File: config.mk
export PLATFORM = sky130hd
export DESIGN_NAME = config_initiator
export DESIGN_NICKNAME = d
export VERILOG_FILES = /design/src/rtl/config_initiator.sv
export SDC_FILE = /design/constraint.sdc
export NUM_CORES = 1
export LEC_CHECK = 0
export CAP_MARGIN = 20
export CORE_MARGIN = 1.5
export CORE_UTILIZATION = 24
export DETAILED_ROUTE_END_ITERATION = 6
export GPL_TIMING_DRIVEN = 0
export PLACE_DENSITY = 0.6
export SKIP_LAST_GASP = 1
export SYNTH_ARGS = -nofsm -noshare
export SYNTH_HDL_FRONTEND = slang
export SYNTH_SLANG_ARGS = --single-unit
File: constraint.sdc
create_clock -name clk -period 6.7 [get_ports clk]
set_input_delay 1.34 -clock clk [delete_from_list [all_inputs] [get_ports clk]]
set_output_delay 1.34 -clock clk [all_outputs]
set_load 0.02 [all_outputs]
File: src/rtl/config_initiator.sv
// ============================================================================
// config_initiator
// ----------------------------------------------------------------------------
// Host-side initiator for the 64-bit configuration packet protocol. A config
// write or read command is turned into one protocol packet (op code, chip ID,
// address, data, magic number, odd parity) and handed to the tx UART. Reads
// then wait for the matching flagged reply coming back around the chip chain.
// Every command ends with a one-cycle resp_valid strobe carrying the read
// data, the responder's chip ID, or a timeout indication.
//
// Ports:
//   clk, reset        primary clock, asynchronous active-high reset
//   cmd_valid/ready   command handshake (cmd_ready is high only in IDLE)
//   cmd_read          1 = config read, 0 = config write
//   cmd_chip_id       target chip ID (GLOBAL_ID addresses every chip)
//   cmd_addr          register address
//   cmd_data          write data, ignored for reads
//   tx_data           packet for the tx UART, held until the next command
//   ld_tx_data        one-cycle load strobe to the tx UART
//   tx_busy           tx UART is sending
//   rx_data           word from the rx UART
//   rx_data_flag      level, high while an rx word is ready
//   resp_valid        one-cycle completion strobe
//   resp_data         read data (write data echoed for writes, 0 on timeout)
//   resp_chip_id      chip ID of the responder
//   resp_timeout      read timed out, qualified by resp_valid
//   bad_reply_count   saturating count of malformed words seen while waiting
//
// The packet field layout is fixed at 64 bits; WIDTH is kept as a parameter
// only so the port widths read naturally and must stay at 64.
// ============================================================================
module config_initiator #(
    parameter int          WIDTH           = 64,
    parameter int          GLOBAL_ID       = 255,
    parameter logic [31:0] MAGIC_NUMBER    = 32'h89504E47,
    parameter logic [1:0]  CONFIG_WRITE_OP = 2'b10,
    parameter logic [1:0]  CONFIG_READ_OP  = 2'b11,
    parameter int          TIMEOUT_CYCLES  = 4096
) (
    input  logic             clk,
    input  logic             reset,
    input  logic             cmd_valid,
    output logic             cmd_ready,
    input  logic             cmd_read,
    input  logic [7:0]       cmd_chip_id,
    input  logic [7:0]       cmd_addr,
    input  logic [7:0]       cmd_data,
    output logic [WIDTH-1:0] tx_data,
    output logic             ld_tx_data,
    input  logic             tx_busy,
    input  logic [WIDTH-1:0] rx_data,
    input  logic             rx_data_flag,
    output logic             resp_valid,
    output logic [7:0]       resp_data,
    output logic [7:0]       resp_chip_id,
    output logic             resp_timeout,
    output logic [15:0]      bad_reply_count
);

    // The timer only has to reach TIMEOUT_CYCLES-1, so clog2 bits suffice.
    localparam int                  TIMER_W     = $clog2(TIMEOUT_CYCLES);
    localparam logic [TIMER_W-1:0]  TIMER_LAST  = TIMER_W'(TIMEOUT_CYCLES - 1);
    localparam logic [7:0]          GLOBAL_CHIP = 8'(GLOBAL_ID);

    typedef enum logic [2:0] {
        IDLE,
        LOAD,
        TX_START,
        TX_DRAIN,
        AWAIT_REPLY,
        DONE
    } state_t;

    state_t state;
    state_t state_next;

    // Command fields captured at acceptance; the reply matcher and the write
    // completion both refer back to them.
    logic               lat_read;
    logic [7:0]         lat_chip_id;
    logic [7:0]         lat_addr;
    logic [7:0]         lat_data;

    logic [TIMER_W-1:0] timer;
    logic               rx_flag_prev;

    logic               cmd_accept;
    logic               rx_qualified;
    logic               rx_malformed;
    logic               rx_chip_ok;
    logic               rx_match;
    logic               timer_expired;
    logic               load_fire;
    logic               enter_done;

    // Assemble a request packet from command fields. Reads always carry a
    // zero data byte, and bit 62 (the reply flag) is clear on requests.
    function automatic logic [WIDTH-1:0] build_packet(
        input logic       is_read,
        input logic [7:0] chip_id,
        input logic [7:0] addr,
        input logic [7:0] data
    );
        logic [WIDTH-1:0] pkt;
        pkt          = '0;
        pkt[1:0]     = is_read ? CONFIG_READ_OP : CONFIG_WRITE_OP;
        pkt[9:2]     = chip_id;
        pkt[17:10]   = addr;
        pkt[25:18]   = is_read ? 8'h00 : data;
        pkt[57:26]   = MAGIC_NUMBER;
        pkt[63]      = ~^pkt[62:0];
        return pkt;
    endfunction

    assign cmd_ready  = (state == IDLE);
    assign cmd_accept = cmd_valid && cmd_ready;

    // An rx word is looked at once, on the rising edge of its flag, and only
    // while a reply is actually expected.
    assign rx_qualified = (state == AWAIT_REPLY) && rx_data_flag && !rx_flag_prev;

    // With odd parity the XOR over the whole word is 1 for a good word.
    assign rx_malformed = !(^rx_data) || (rx_data[57:26] != MAGIC_NUMBER);

    // A global read accepts a reply from whichever chip answers first.
    assign rx_chip_ok = (lat_chip_id == GLOBAL_CHIP) || (rx_data[9:2] == lat_chip_id);

    assign rx_match = rx_qualified && !rx_malformed &&
                      (rx_data[1:0] == CONFIG_READ_OP) &&
                      rx_data[62] &&
                      (rx_data[17:10] == lat_addr) &&
                      rx_chip_ok;

    assign timer_expired = (state == AWAIT_REPLY) && (timer == TIMER_LAST);

    // State register.
    always_ff @(posedge clk or posedge reset) begin
        if (reset) begin
            state <= IDLE;
        end else begin
            state <= state_next;
        end
    end

    // Next-state logic plus the decoded events that feed the registered
    // outputs. A match is tested before the timer so that a reply arriving
    // on the very last cycle still counts as a successful read.
    always_comb begin
        state_next = state;
        load_fire  = 1'b0;
        enter_done = 1'b0;
        case (state)
            IDLE: begin
                if (cmd_accept) begin
                    state_next = LOAD;
                end
            end
            LOAD: begin
                if (!tx_busy) begin
                    load_fire  = 1'b1;
                    state_next = TX_START;
                end
            end
            TX_START: begin
                if (tx_busy) begin
                    state_next = TX_DRAIN;
                end
            end
            TX_DRAIN: begin
                if (!tx_busy) begin
                    if (lat_read) begin
                        state_next = AWAIT_REPLY;
                    end else begin
                        state_next = DONE;
                        enter_done = 1'b1;
                    end
                end
            end
            AWAIT_REPLY: begin
                if (rx_match || timer_expired) begin
                    state_next = DONE;
                    enter_done = 1'b1;
                end
            end
            DONE: begin
                state_next = IDLE;
            end
            default: begin
                state_next = IDLE;
            end
        endcase
    end

    // Command capture. tx_data is only rewritten on acceptance so the tx
    // UART can read it at any time after the load strobe.
    always_ff @(posedge clk or posedge reset) begin
        if (reset) begin
            lat_read    <= 1'b0;
            lat_chip_id <= 8'h00;
            lat_addr    <= 8'h00;
            lat_data    <= 8'h00;
            tx_data     <= '0;
        end else if (cmd_accept) begin
            lat_read    <= cmd_read;
            lat_chip_id <= cmd_chip_id;
            lat_addr    <= cmd_addr;
            lat_data    <= cmd_data;
            tx_data     <= build_packet(cmd_read, cmd_chip_id, cmd_addr, cmd_data);
        end
    end

    // Load strobe to the tx UART, one cycle per command.
    always_ff @(posedge clk or posedge reset) begin
        if (reset) begin
            ld_tx_data <= 1'b0;
        end else begin
            ld_tx_data <= load_fire;
        end
    end

    // Reply timer: cleared while the request drains out of the tx UART, so it
    // starts from zero on the first cycle of the wait.
    always_ff @(posedge clk or posedge reset) begin
        if (reset) begin
            timer <= '0;
        end else if (state == TX_DRAIN) begin
            timer <= '0;
        end else if (state == AWAIT_REPLY) begin
            timer <= timer + 1'b1;
        end
    end

    // Previous rx flag level for rising-edge detection. Tracked in every
    // state so a flag already high when the wait begins is not mistaken for
    // a fresh word.
    always_ff @(posedge clk or posedge reset) begin
        if (reset) begin
            rx_flag_prev <= 1'b0;
        end else begin
            rx_flag_prev <= rx_data_flag;
        end
    end

    // Malformed-reply counter; sticks at all ones instead of wrapping.
    always_ff @(posedge clk or posedge reset) begin
        if (reset) begin
            bad_reply_count <= 16'h0000;
        end else if (rx_qualified && rx_malformed && (bad_reply_count != 16'hFFFF)) begin
            bad_reply_count <= bad_reply_count + 16'd1;
        end
    end

    // Response registers. They change only when DONE is entered and then
    // hold, so software can read them well after the strobe.
    always_ff @(posedge clk or posedge reset) begin
        if (reset) begin
            resp_valid   <= 1'b0;
            resp_data    <= 8'h00;
            resp_chip_id <= 8'h00;
            resp_timeout <= 1'b0;
        end else begin
            resp_valid <= enter_done;
            if (enter_done) begin
                if (state == AWAIT_REPLY) begin
                    if (rx_match) begin
                        resp_data    <= rx_data[25:18];
                        resp_chip_id <= rx_data[9:2];
                        resp_timeout <= 1'b0;
                    end else begin
                        resp_data    <= 8'h00;
                        resp_chip_id <= lat_chip_id;
                        resp_timeout <= 1'b1;
                    end
                end else begin
                    resp_data    <= lat_data;
                    resp_chip_id <= lat_chip_id;
                    resp_timeout <= 1'b0;
                end
            end
        end
    end

endmodule

==> flow_summary_export.csv <==
group,metric,value,unit
status,status,"complete, no violations",
clock_tree,clkTransAtPathRegs,70,ps
drt,wire_per_inst,14.9,um
final_layout,drive_gt1_frac,0.136,
setup_path,worstReg2RegStart,"state[1]$_DFFE_PP0P_",
hold_path,min_to,"resp_data[4]$_DFFE_PP0P_",
floorplanning,fp.dieW,149,um
final_layout,final_cells,984,
final_layout,num-fill-cells,2186,
timing,tightest_slew,787,ps
setup_path,r2r-end,"resp_chip_id[7]$_DFFE_PP0P_",
clock_tree,clk_latency,350,ps
grt,grt.met2_usage,0.209,
setup_path,worstSetupPathType,"primary input to register",
hold_path,worstHoldStart,"resp_data[4]$_DFFE_PP0P_",
drt,wl,14600,um
grt,grt_busiest_layer,"met2",
synth,synthDistinctLibCells,37,
place,dp_cells,967,
grt,grt_first_pass_wirelength,22300,um
place,gp_congestion,0.772,
setup_path,cp_max_fo,10,
drt,via_per_inst,4.14,
grt,first_global_vias,4000,
clock_tree,clk_path_buf_depth,2,
place,portBuffers,168,
grt,grt_max_degree,53,
drt,drc,0,
drt,firstDrtPassIters,4,
clock_tree,tritoncts,"built",
setup_path,startpoint_type,"primary input",
drt,drtIter0Drc,149,
timing,grt_setup_unrepaired,"no",
floorplanning,die_height,149,um
drt,ant_nets,0,
synth,seq_area_frac_synth,0.421,
setup_path,arrival,4730,ps
synth,synth-seq-cells,86,
synth,synthesis.area,5110,um2
grt,grt-ovfl-total,0,
clock_tree,cts_buffers,9,
drt,vias,4069,
timing,setup_slack,2200,ps
setup_path,cp.required,6930,ps
flow_run,drv_cap,0,
clock_tree,h-tree-depth,3,
floorplanning,pin_count,194,
timing,period_needed,4500,ps
place,post-place-ws,1780,ps
floorplanning,initial_core_util,0.244,
setup_path,critPathCaptureType,"register",
synth,synth_warnings,0,
hold_path,hold_path_depth,1,
clock_tree,cts_hold_buf,0,
pwr,totalPowerFinal,1.53,mW
clock_tree,postCtsSetupBuffers,0,
clock_tree,root_buffer,"clkbuf_16",
grt,antenna_found_initial,1,
timing,finalHoldViolCount,0,
floorplanning,rows,53,
timing,max_slew_margin,0.472,
final_layout,syn_to_final_growth,47.8,%
clock_tree,cts.sinks,86,
setup_path,r2r_cells,9,
hold_path,hp-class,"register to register",
grt,grtUsageTotal,0.132,
timing,period_share,0.672,
timing,maxSlewViolCount,0,
pwr,leakage,3.43,nW
timing,tns,0,ps
clock_tree,cts_resized,0,
grt,grt_util_met1,0.178,
timing,fmax,222,MHz
final_layout,final_nets,816,
grt,use_met3,0.0324,
final_layout,final_util,0.360,
timing,skew,13.0,ps
place,place_hpwl,11300,um
pwr,peakVddDrop,114,uV
floorplanning,core,21000,um2
pwr,power_density,202,nW/um2
timing,finalSetupViolations,0,
setup_path,rrSetupSlack,3840,ps
floorplanning,dieArea,22200,um2
synth,syn_inst,499,
synth,syn_avg_cell_area,10.2,um2
[layer usage]
layer | vias up | part of all wire
met4 | 0 | 0.013
met2 | 130 | 0.46
met5 | - | 0
met3 | 12 | 0.074
met1 | 1906 | 0.45
li1 | 2021 | -
[synthesized netlist by cell type, drive strengths merged]
master	number	area, um2
and2	2	12.5
clkbuf	11	41.3
o21a	2	15.0
nor3	5	25.0
nor4	6	52.6
nand3	17	85.1
buf	41	305
dfrtp	86	2150
a21o	8	60.1
o41ai	1	8.76
nor2	12	47.6
xor2	26	228
a31oi	4	25.0
a22o	9	78.8
mux2	34	383
o21ai	24	120
inv	22	82.6
conb	1	3.75
nor2b	4	25.0
nand2	50	188
or2	1	6.26
nand4	13	81.3
xnor3	1	22.5
a21oi	3	15.0
nand2b	9	56.3
nand3b	2	15.0
and3	8	50.1
xnor2	74	648
mux2i	2	20.0
ha	19	238
and4	1	8.76
o31a	1	8.76
[cell usage in the layout (no fill, tap or decap), types with 2 or more instances in the layout]
cell type	synthesis	final
clkbuf_16	0	9
nor4_1	5	5
clkdlybuf4s50_1	0	168
xnor2_1	74	74
nor2_1	11	11
nor2b_1	4	4
inv_6	0	2
clkbuf_1	11	11
nand2_1	50	50
a22o_1	9	9
xor2_1	26	26
buf_2	1	2
nand3b_1	2	2
nand3_1	17	17
o21ai_0	24	24
nand4_1	13	13
mux2i_1	2	2
a31oi_1	4	4
and3_1	8	8
inv_1	22	21
and2_1	2	2
ha_1	19	19
buf_4	38	38
a21oi_1	3	3
conb_1	1	24
mux2_2	34	34
nand2b_1	9	9
a21o_1	8	8
dfrtp_1	86	86
nor3_1	5	5
o21a_1	2	2
[registers in the layout, summed over array words and instances (netlist names)]
| name | count |
|---|---|
| tx_data | 13 |
| state | 3 |
| resp_chip_id | 8 |
| resp_valid | 1 |
| resp_data | 8 |
| bad_reply_count | 16 |
| rx_flag_prev | 1 |
| ld_tx_data | 1 |
| lat_chip_id | 7 |
| lat_data | 8 |
| timer | 12 |
| resp_timeout | 1 |
| lat_addr | 7 |
[kinds of logic (layout without fill, tap and decap cells)]
group	after synthesis	count (layout)	share of synthesized area
and+or+nand+nor	130	130	0.128
xor gates and xnor gates	101	101	0.176
DFF	86	86	0.421
buffers and inverters	74	260	0.0840
AOI/OAI and AO/OA	52	52	0.0649
muxes	36	36	0.0789
adders and majority gates	19	19	0.0465
other	1	25	0.000734
[worst max-delay path, stage by stage]
cell and delay (ps):
clkdlybuf4s50_1 450, inv_1 40, ha_1 330, xor2_1 190, xnor2_1 180, xnor2_1 110, xnor2_1 290, xnor3_1 450
nor4_4 730, buf_6 270, mux2_2 350
[power by group]
part	total [mW]	internal [mW]	switching [mW]	leakage, nW
clock network	0.504	0.260	0.243	0.141
registers	0.579	0.545	0.0337	1.17
logic	0.445	0.239	0.206	2.12
total	1.53	1.04	0.483	3.43
[worst max-delay path by stage]
stage | from | endpoint | slack, ps | cells after the start
3_5_place_dp | rx_data[49] | resp_chip_id[0]$_DFFE_PP0P_ | 1780 | 11
5_1_grt | rx_data[49] | resp_chip_id[2]$_DFFE_PP0P_ | 2030 | 11
3_3_place_gp | reset | lat_addr[3]$_DFFE_PP0P_ | 1390 | 2
4_1_cts | rx_data[49] | resp_chip_id[7]$_DFFE_PP0P_ | 2140 | 11
2_1_floorplan | rx_data[30] | resp_chip_id[0]$_DFFE_PP0P_ | 2860 | 10
6_report | rx_data[49] | resp_chip_id[7]$_DFFE_PP0P_ | 2200 | 11
[area by class of cell]
| type | count | area [um2] | area share |
|---|---|---|---|
| sequential | 86 | 2150 | 0.285 |
| antenna | 1 | 2.50 | 0.000331 |
| clock inverter | 7 | 66.3 | 0.00878 |
| timing repair buffer | 170 | 1710 | 0.227 |
| inverter | 22 | 85.1 | 0.0113 |
| clock buffer | 9 | 225 | 0.0298 |
| multi-input combinational | 362 | 2610 | 0.346 |
| tap | 275 | 344 | 0.0456 |
| buffer | 52 | 347 | 0.0459 |
[stage by stage]
step                      area [um2]  hold slack, ps
final                           7550             479
after global routing            7550             489
after CTS                       7550             482
after detailed placement        7260             466
after global placement          7220             461
after floorplan                 5190             445
No activity file was read; power rests on OpenSTA's default activity.
==> RTL change 1, RTL diff (config.mk and constraints unchanged) <==
Put one more register stage on the output `bad_reply_count`, cleared by the reset. The value now appears one clock later. The other outputs are not delayed to match.
--- a/src/rtl/config_initiator.sv
+++ b/src/rtl/config_initiator.sv
@@ -71,6 +71,8 @@
         DONE
     } state_t;
 
+    logic [15:0] bad_reply_count_s0;
+
     state_t state;
     state_t state_next;
 
@@ -244,9 +246,9 @@
     // Malformed-reply counter; sticks at all ones instead of wrapping.
     always_ff @(posedge clk or posedge reset) begin
         if (reset) begin
-            bad_reply_count <= 16'h0000;
-        end else if (rx_qualified && rx_malformed && (bad_reply_count != 16'hFFFF)) begin
-            bad_reply_count <= bad_reply_count + 16'd1;
+            bad_reply_count_s0 <= 16'h0000;
+        end else if (rx_qualified && rx_malformed && (bad_reply_count_s0 != 16'hFFFF)) begin
+            bad_reply_count_s0 <= bad_reply_count_s0 + 16'd1;
         end
     end
 
@@ -280,5 +282,13 @@
         end
     end
 
+    always_ff @(posedge clk or posedge reset) begin
+        if (reset) begin
+            bad_reply_count <= '0;
+        end else begin
+            bad_reply_count <= bad_reply_count_s0;
+        end
+    end
+
 endmodule
 
Behaviour: not the same (Yosys sat finds a counterexample within 10 cycles, from zero or initial values and one cycle with reset high).
==> RTL change 1 against the unedited design <==
- maximum frequency is 14% higher
- clock skew fell by 3.0 ps
- non-clock buffer count shrank 2
- sequential cell count rose by 16
- synthesized area is 10% higher
- worst setup slack gained 540 ps
- total power rose by 12%
- first-iteration DRC count decreased by 15%
- final area increased by 7.7%
- wire length is 7.2% higher
==> RTL change 1: results (changes against the unedited design) <==
metric,value,unit,change
dpl.cell_count,1023,,was 967
diodes,0,,was 1
postCtsSetupRepairBufs,0,,unchanged
yosysWarnings,0,,unchanged
root_buffer,clkbuf_16,,unchanged
cp_slowest_cell,clkdlybuf4s50_1,,was nor4_4
syn_inst,517,,was 499
drtIter0Drc,127,,was 149
first_pass_iters,4,,unchanged
largestRegisters,"bad_reply_count (16), bad_reply_count_s0 (16), tx_data (13)",,"was bad_reply_count (16), tx_data (13), timer (12)"
antenna_found_initial,0,,was 1
gp_congestion,0.764,,was 0.772
path_max_fanout,10,,unchanged
final_nets,834,,was 816
p_leak,3.66,nW,was 3.43 nW
grt_usage,0.131,,was 0.132
critPathArrivalTime,4210,ps,was 4730 ps
insertion_delay,360,ps,
drive_above_1_share,0.153,,was 0.136
io_buffers,168,,unchanged
hold_class,flop to flop,,unchanged
drt-total-wl,15700,um,"was 14,600 um"
wl_per_cell,15.1,um,was 14.9 um
grt_util_met3,0.0557,,was 0.0324
slew_headroom,0.450,,was 0.472
cts_resized,0,,unchanged
cpPeakStageDelay,460,ps,was 730 ps
grt_start_max_net_pins,53,,unchanged
dpl.hpwl,12400,um,"was 11,300 um"
use_met1,0.161,,was 0.178
synth_area_leaders,"dfrtp_1, xnor2_1, mux2_2, buf_4, ha_1",,unchanged
grt_pass1_wl,24000,um,"was 22,300 um"
status,completed,,unchanged
finalHoldViolations,0,,unchanged
cp_top_family,XOR/XNOR gates,,unchanged
clock_skew,10.0,ps,was 13.0 ps
cts_max_level,3,,unchanged
use_met2,0.209,,about the same
synth_cell_type_count,42,,was 37
vias,4236,,"was 4,069"
clkTransAtPathRegs,80,ps,
synth.top_cells.by_count,"dfrtp_1, xnor2_1, mux2_2",,"was dfrtp_1, xnor2_1, nand2_1"
dp_slack,2380,ps,was 1780 ps
cts_buffers,9,,unchanged
clockBufferDepth,2,,unchanged
vdd_ir_drop_max,0.000170,V,was 0.000114 V
ys_seq_area_frac,0.453,,was 0.421
async_reset_ff_frac,1.00,,unchanged
[RTL change 1: worst reg2reg max path, delay by kind of cell, from the launching register on]
kind / cells / cell delay, ps
flops: 1 / 420
simple gates: 4 / 650
mux: 2 / 680
compound gates: 1 / 690
fa+ha+maj: 1 / 250
[RTL change 1: stage by stage]
step	area (um^2)	hold WS [ps]
2_1_floorplan	5720	386
3_3_place_gp	7790	396
3_5_place_dp	7830	398
4_1_cts	8130	426
5_1_grt	8130	443
6_report	8130	423
[RTL change 1: cell type report]
class                           instances  area [um^2]
Fill cell                            2362        14700
Tap cell                              313          392
Multi-Input combinational cell        364         2720
Buffer                                 50          362
Clock inverter                          7         73.8
Inverter                               24         92.6
Clock buffer                            9          225
Timing Repair Buffer                  170         1710
Sequential cell                       102         2550
[RTL change 1: layer usage]
| metal | part of all wire | up-vias |
|---|---|---|
| li1 | - | 2102 |
| met1 | 0.43 | 1991 |
| met2 | 0.46 | 128 |
| met3 | 0.093 | 15 |
| met4 | 0.015 | 0 |
| met5 | 0 | - |
[RTL change 1: cell families after synthesis]
| family | after synthesis | share of synthesized area |
|---|---|---|
| muxes | 51 | 0.100 |
| other | 1 | 0.000666 |
| DFF | 102 | 0.453 |
| xor gates and xnor gates | 100 | 0.158 |
| and+or+nand+nor | 108 | 0.0995 |
| AOI/OAI and AO/OA | 62 | 0.0662 |
| buffers and inverters | 74 | 0.0802 |
| adders and majority gates | 19 | 0.0422 |
[RTL change 1: power by group]
group          switching [mW]  total [mW]  leakage (nW)  internal (mW)
logic                   0.224       0.473          2.14          0.249
clock network           0.268       0.534         0.148          0.266
registers              0.0402       0.700          1.37          0.660
total                   0.533        1.71          3.66           1.17
[RTL change 1: worst paths after layout]
kind                                                    start  cells past startpoint                                 end  slack, ps
max in group asynchronous                               reset                      3                timer[2]$_DFFE_PP0P_       4570
min reg2reg                bad_reply_count_s0[14]$_DFFE_PP0P_                      0       bad_reply_count[14]$_DFF_PP0_        420
min                        bad_reply_count_s0[14]$_DFFE_PP0P_                      0       bad_reply_count[14]$_DFF_PP0_        420
min in group asynchronous                               reset                      2   bad_reply_count_s0[3]$_DFFE_PP0P_       1440
max reg2reg                              timer[0]$_DFFE_PP0P_                      8         resp_chip_id[1]$_DFFE_PP0P_       3900
max                                               rx_data[34]                     12  bad_reply_count_s0[14]$_DFFE_PP0P_       2740
==> RTL change 2, RTL diff (config.mk and constraints unchanged) <==
Without the edit above. The parameter `TIMEOUT_CYCLES` goes from 4096 to 2048.
--- a/src/rtl/config_initiator.sv
+++ b/src/rtl/config_initiator.sv
@@ -35,7 +35,7 @@
     parameter logic [31:0] MAGIC_NUMBER    = 32'h89504E47,
     parameter logic [1:0]  CONFIG_WRITE_OP = 2'b10,
     parameter logic [1:0]  CONFIG_READ_OP  = 2'b11,
-    parameter int          TIMEOUT_CYCLES  = 4096
+    parameter int          TIMEOUT_CYCLES  = 2048
 ) (
     input  logic             clk,
     input  logic             reset,
Formal check against the unedited RTL: same outputs for any inputs over 10 cycles, from zero or initial values and one cycle with reset high; that may be too few to reach the edited logic, so the function may still have changed.
==> RTL change 2 against the unedited design <==
- wire length is 0.21% higher
- final area is 0.76% higher
- sequential cell count is 1 lower
- maximum frequency is 6.1% higher
- synthesized area is 0.91% higher
- count of clock-buffer cells in the layout stayed put
- total power is 5.9% higher
- worst setup slack better by 260 ps
- critical endpoint is now resp_data[5]$_DFFE_PP0P_
- largest cell class unchanged
==> RTL change 2: results (changes against the unedited design) <==
metric,value,unit,change
ys_seq_area_frac,0.413,,was 0.421
use_met2,0.223,,was 0.209
critPathArrivalTime,4480,ps,was 4730 ps
wl_met2,6960,um,was 6790 um
drtIter0Drc,97,,was 149
vias_per_cell,4.19,,was 4.14
clock_skew,13.3,ps,was 13.0 ps
status,completed,,unchanged
cp_slowest_cell,xnor3_2,,was nor4_4
use_met1,0.166,,was 0.178
fin_crit,4240,ps,was 4500 ps
grt_usage,0.135,,was 0.132
switching_share,0.328,,was 0.316
startpoint,rx_data[42],,was rx_data[49]
synth_cell_type_count,41,,was 37
n_fill_cell,2125,,"was 2,186"
antenna_found_initial,0,,was 1
slew_headroom,0.492,,was 0.472
grt_util_met3,0.0460,,was 0.0324
postLayoutCellArea,7610,um^2,was 7550 um^2
grt_pass1_wl,22800,um,"was 22,300 um"
hold_slack,479,ps,about the same
dr_wl_met3,1050,um,was 1080 um
drt-total-wl,14700,um,"was 14,600 um"
synth.top_cells.by_count,"dfrtp_1, xnor2_1, buf_4",,"was dfrtp_1, xnor2_1, nand2_1"
place_area,7300,um^2,was 7260 um^2
-- RTL change 2: cell families after synthesis --
logic type,Yosys count,share of synthesized area
flops,85,0.413
compound gates,59,0.0731
mux,36,0.0762
fa+ha+maj,19,0.0461
simple gates,125,0.130
buf+inv,75,0.0830
xor+xnor,103,0.178
other cells,1,0.000727
-- RTL change 2: power by group through the flow --
stage | Sequential (mW) | Combinational [mW] | Clock, mW
floorplan | 0.594 | 0.329 | 0
global placement | 0.578 | 0.525 | 0
detailed placement | 0.576 | 0.534 | 0
CTS | 0.568 | 0.536 | 0.533
global route | 0.573 | 0.575 | 0.554
finish | 0.568 | 0.530 | 0.520
-- RTL change 2: cell type report --
type,instances,share of cell area
timing repair buffer,170,0.226
multi-input combinational,366,0.353
clock buffer,9,0.0296
clock inverter,7,0.00970
tap,275,0.0452
sequential,85,0.280
inverter,25,0.0127
buffer,50,0.0439
